--- config.mk ---
export PLATFORM = sky130hd
export DESIGN_NAME = mem_lsu
export DESIGN_NICKNAME = d
export VERILOG_FILES = /design/src/rtl/mem_lsu.sv
export SDC_FILE = /design/constraint.sdc
export NUM_CORES = 1
export LEC_CHECK = 0
export ABC_CLOCK_PERIOD_IN_PS = 2600
export CAP_MARGIN = 20
export CORE_AREA = 2 2 109 111
export CTS_CLUSTER_SIZE = 20
export DETAILED_ROUTE_END_ITERATION = 8
export DIE_AREA = 0 0 111 113
export PLACE_DENSITY_LB_ADDON = 0.2
export SYNTH_ARGS = -nofsm -noshare
export SYNTH_HDL_FRONTEND = slang
export SYNTH_SLANG_ARGS = --single-unit
--- constraint.sdc ---
create_clock -name clk -period 2.6 [get_ports clk]
set_input_delay 0.78 -clock clk [delete_from_list [all_inputs] [get_ports clk]]
set_output_delay 0.78 -clock clk [all_outputs]
set_load 0.05 [all_outputs]
--- src/rtl/mem_lsu.sv ---
// Load/store unit in front of a word-wide data memory; sub-word stores use read-modify-write.
// Optional MEM_LSU_ALIGN_CHECK_EN: flag misaligned or illegal-size requests as errors instead of masking address bits.
module mem_lsu #(
    parameter int ADDR_W = 8
) (
    input  logic              clk,
    input  logic              rst_n,
    input  logic              req_valid,
    output logic              req_ready,
    input  logic              req_we,
    input  logic [1:0]        req_size,
    input  logic              req_unsigned,
    input  logic [ADDR_W+1:0] req_addr,
    input  logic [31:0]       req_wdata,
    output logic              resp_valid,
    output logic [31:0]       resp_rdata,
    output logic              resp_err,
    output logic              mem_w_en,
    output logic [ADDR_W-1:0] mem_addr,
    output logic [31:0]       mem_data_in,
    input  logic [31:0]       mem_data_out
);

    typedef enum logic [2:0] {IDLE, RD, WAIT, WR, RESP} state_t;

    state_t            state_q, state_d;
    logic              we_q;
    logic [1:0]        size_q;
    logic              uns_q;
    logic [1:0]        lane_q;
    logic [15:0]       wdata_q;
    logic              err_q;
    logic [31:0]       rbuf_q;
    logic [ADDR_W-1:0] mem_addr_q;
    logic [31:0]       mem_data_q;

    logic accept;
    logic acc_err;
    logic word_store;

    function automatic logic [31:0] extract(input logic [31:0] w, input logic [1:0] size,
                                            input logic [1:0] lane, input logic uns);
        logic [7:0]  b;
        logic [15:0] h;
        b = w[{lane, 3'b000} +: 8];
        h = w[{lane[1], 4'b0000} +: 16];
        case (size)
            2'b00:   extract = {{24{~uns & b[7]}}, b};
            2'b01:   extract = {{16{~uns & h[15]}}, h};
            default: extract = w;
        endcase
    endfunction

    function automatic logic [31:0] merge(input logic [31:0] w, input logic [15:0] wd,
                                          input logic [1:0] size, input logic [1:0] lane);
        logic [31:0] r;
        r = w;
        case (size)
            2'b00:   r[{lane, 3'b000} +: 8] = wd[7:0];
            2'b01:   r[{lane[1], 4'b0000} +: 16] = wd;
            default: r = w;
        endcase
        return r;
    endfunction

    assign accept = req_valid && (state_q == IDLE);

`ifdef MEM_LSU_ALIGN_CHECK_EN
    assign acc_err = (req_size == 2'b11) ||
                     ((req_size == 2'b01) && req_addr[0]) ||
                     ((req_size == 2'b10) && (req_addr[1:0] != 2'b00));
`else
    assign acc_err = 1'b0;
`endif

    // size 1x is a full word (11 only reaches here when the alignment check is off)
    assign word_store = req_we && req_size[1] && !acc_err;

    always_ff @(posedge clk or negedge rst_n) begin
        if (!rst_n) begin
            state_q    <= IDLE;
            we_q       <= 1'b0;
            size_q     <= 2'b00;
            uns_q      <= 1'b0;
            lane_q     <= 2'b00;
            wdata_q    <= '0;
            err_q      <= 1'b0;
            rbuf_q     <= '0;
            mem_addr_q <= '0;
            mem_data_q <= '0;
        end else begin
            state_q <= state_d;
            if (accept) begin
                we_q    <= req_we;
                size_q  <= req_size;
                uns_q   <= req_unsigned;
                lane_q  <= req_addr[1:0];
                wdata_q <= req_wdata[15:0];
                err_q   <= acc_err;
                if (!acc_err) mem_addr_q <= req_addr[ADDR_W+1:2];
                if (word_store) mem_data_q <= req_wdata;
            end
            // Sampling at the end of WAIT works for both combinational and registered reads
            if (state_q == WAIT) begin
                rbuf_q <= mem_data_out;
                if (we_q) mem_data_q <= merge(mem_data_out, wdata_q, size_q, lane_q);
            end
        end
    end

    always_comb begin
        state_d = state_q;
        case (state_q)
            IDLE: begin
                if (accept) begin
                    if (acc_err)         state_d = RESP;
                    else if (word_store) state_d = WR;
                    else                 state_d = RD;
                end
            end
            RD:      state_d = WAIT;
            WAIT:    state_d = we_q ? WR : RESP;
            WR:      state_d = RESP;
            RESP:    state_d = IDLE;
            default: state_d = IDLE;
        endcase
    end

    assign req_ready   = (state_q == IDLE);
    assign resp_valid  = (state_q == RESP);
    assign mem_w_en    = (state_q == WR);
    assign mem_addr    = mem_addr_q;
    assign mem_data_in = mem_data_q;
    assign resp_rdata  = ((state_q == RESP) && !we_q && !err_q) ?
                         extract(rbuf_q, size_q, lane_q, uns_q) : 32'h0;

`ifdef MEM_LSU_ALIGN_CHECK_EN
    assign resp_err = (state_q == RESP) && err_q;
`else
    assign resp_err = 1'b0;
`endif

endmodule

==> metrics.md <==
| Metric | Value |
|---|---|
| Net count of the finished layout | 749 |
| Detailed Place HPWL | roughly 13000 µm |
| Die Y | ~110 µm |
| Routed wire length | roughly 19000 µm |
| Final number of setup-violating endpoints | 32 |
| Synthesized cell area | about 0.0053 mm² |
| Detailed-route via count | 5132 |
| Maximum buffer depth of the clock tree | 2 |
| Clock tree from TritonCTS | done |
| Post-detailed-route via-to-cell ratio | ~6.3 |
| Total of buffers placed on input and output ports | 155 |
| Fraction of layout instances using a drive strength above 1 | 0.280 |
| Clk_lat worst skew | between 0.3 and 0.4 ns |
| DIE WIDTH | roughly 110 µm |
| Library cells used by synthesis | roughly 50 |
| Total of hold buffers inserted after clock tree synthesis | 0 |
| Switching Share | 0.478 |
| Status | complete, but fails checks |
| Category of the worst setup path capture point | primary output |
| Post-route clock skew | slightly below 0.007 ns |
| Remaining number of nets flagged by the antenna check after routing | 0 |
| N_diodes | 0 |
| Via count of the first global-routing pass | ~5100 |
| Crit path launch | lane_q[1] |
| Seq cells post-synth | 97 |
| F_max | about 0.35 GHz |
| Number of remaining DRC errors | 0 |
| Clock root cell | clkbuf_16 |
| Arrival time of data at the critical path endpoint | about 2.1 ns |
| Area of the core | 0.0113 mm² |
| Total Routing Usage GR | 0.287 |
| Total of max-cap violations | 0 |
| Mean Syn Cell Area | around 11 µm² |
| Smallest setup slack after layout | -0.298 ns |
| Startpoint class of the critical path | flop |
| Count of boundary I/O pins | approximately 160 |
| Area after detailed placement | between 0.007 and 0.008 mm² |
| H-tree level count | 3 |
| Net switching power of the design | 0.00537 W |
| Leakage power of the design | between 3 and 4 nW |
| Post-synth EDFFs | 0 |
| Sequential fraction of the synthesis area | 0.454 |
| Accumulated negative setup slack | -6.71 ns |
| Floorplan die area | 0.0125 mm² |
| Average routed wire per standard cell | 23.0 µm |
| Worst max-slew margin expressed relative to the limit | 0.569 |
| Pin count of the biggest net entering global routing | between 50 and 60 |
| Area growth, synth to finish | 50.2% |
| Commonest non-fill, non-tap cells in the layout | 119 x clkdlybuf4s50_1, 94 x dfrtp_1, 51 x mux2_2, 42 x nand2_1, 40 x a22oi_1 |
| Max Fanout on Critical Path | 6 |
| Pins over their slew limit | 0 |
| # clock sinks | between 90 and 100 |
| Yosys warnings | 0 |
| Portion of total power attributed to the clock network | 0.121 |
| Number of hold-slack violations in the final timing report | 0 |
| Number of cells after detailed placement | roughly 780 |
| Non-filler instance count after layout | roughly 810 |
| Clock slew seen by the registers of the worst setup and hold paths | ~0.07 ns |
| Violation count after the first detailed-route iteration | ~600 |
| Type of the tightest min-delay check | in -> async |
| First-pass GRT wire length | 28200 µm |
| Worst Max-Slew Pin Slew | between 0.6 and 0.7 ns |
| Violated checks | negative setup slack |
| Flip-flop cell with the highest count after synthesis | dfrtp_1 |
| Min Tclk post-route | ~2.9 ns |
| Number of rows created at floorplan | 39 |
| Cell area after layout | 0.00803 mm² |
| Cell internal power dissipation | between 0.005 and 0.006 W |
| Fraction of synthesis flops using an asynchronous set or reset pin | 1.00 |
| Power per cell area | between 1000 and 1500 mW/mm² |
| Number of buffers added by the clock tree synthesis step | 9 |
| Total gr overflow | 0 |
| Net count after synthesis | around 580 |
| Commonest non-fill, non-tap cell in the layout | clkdlybuf4s50_1 |
| Synthesized instance count | 492 |
| Combinational group share of total power | 0.603 |
| Post-route fraction of the period consumed by the critical path | 1.11 |
| Unrepaired setup endpoints after global routing | true |
| Number of iterations in the first detailed-routing pass | 8 |
| Worst vdd ir | between 0.7 and 0.8 mV |
| Worst reg2reg path startpoint | lane_q[1] |
| Number of antenna violations at the first check in global routing | 0 |
| Worst path required time | between 1.5 and 2 ns |
| Initial core utilization | 0.474 |
| Relative contribution of sequential cells to total power | 0.276 |
| Kind of critical path | reg -> out |
| Placer Congestion | 0.975 |
layout make-up:
type                       instances  area [µm²]
fill                             816        3240
multi-input combinational        343        2830
sequential                        97        2430
timing repair buffer             200        2240
clock buffer                       9         225
tap                              143         179
clock inverter                     7        73.8
inverter                          12        45.0
sequential cells by signal, indices dropped and copies added (netlist names):
register	cells
mem_addr	8
size_q	2
wdata_q	16
rbuf_q	32
state_q	3
lane_q	2
mem_data_in	32
we_q	1
uns_q	1
final timing paths:
| path | to | cells past startpoint | slack (ns) |
|---|---|---|---|
| worst max register to register | mem_data_in[20] | 8 | 0.31 |
| worst max-delay path | resp_rdata[0] | 6 | -0.30 |
| worst min register to register | mem_addr[6] | 1 | 0.51 |
| worst min-delay path | rbuf_q[11] | 1 | 0.29 |
| max in group asynchronous | mem_data_in[19] | 2 | 1.69 |
| min in group clk | mem_addr[6] | 1 | 0.51 |
synth_stat cells, drive strengths merged, types with 4 or more instances:
cell     instances  area [µm²]
a221oi          16         140
inv             12        45.0
a22oi           41         313
a22o             9        78.8
nor2            18        70.1
a21o            16         120
dfrtp           97        2430
o21ai           20         100
a31oi           10        62.6
ha               5        62.6
a21oi           24         124
a2bb2oi          4        35.0
nor3             4        36.3
nor3b            4        41.3
a222oi          10         100
clkbuf          13        50.0
mux2            53         597
nor2b            6        37.5
buf             27         171
a32o            14         140
mux2i           27         270
nand2           43         161
logic make-up after synthesis:
family / share of synthesized area
flops: 0.454
simple gates: 0.0897
other cells: 0.000702
buf+inv: 0.0499
compound gates: 0.232
fa+ha+maj: 0.0117
mux: 0.162
power by group through the flow:
stage	logic [W]	registers, W	clock network (W)
finish	0.00678	0.00311	0.00136
global route	0.00712	0.00316	0.00143
CTS	0.00645	0.00305	0.00136
detailed placement	0.00606	0.00305	0
global placement	0.00593	0.00303	0
floorplan	0.00314	0.00388	0
layer usage:
| metal | wire [µm] | global-route usage | up-vias |
|---|---|---|---|
| met5 | 0 | 0 | - |
| met4 | 536 | 0.0967 | 0 |
| met3 | 1750 | 0.0589 | 46 |
| met2 | 8960 | 0.476 | 345 |
| met1 | 7380 | 0.378 | 2516 |
| li1 | - | - | 2225 |
metrics by stage:
stage	worst slack, ns	utilization	total power, W	hold slack, ns
4_1_cts	-0.131	0.702	0.0109	0.300
6_report	-0.298	0.712	0.0112	0.293
2_1_floorplan	-0.120	-	0.00702	0.481
5_1_grt	-0.299	0.712	0.0117	0.302
3_5_place_dp	-0.0173	0.651	0.00911	0.499
3_3_place_gp	0.0667	0.651	0.00896	0.491
critical path: stages (launching register included):
cell and delay, ns:
dfrtp_2 0.47, buf_8 0.16, nand2_1 0.08, o21ai_0 0.20
a222oi_1 0.59, nor2_2 0.10, buf_12 0.17
timing repair:
action / 4_1_cts / 5_1_grt
pin swaps: 9 / 11
setup endpoints to repair: 32 / 32
resized for setup: 35 / 13
setup buffers: 10 / 9
cloned: 0 / 2
Note: power is estimated with default switching activity, not from simulation.
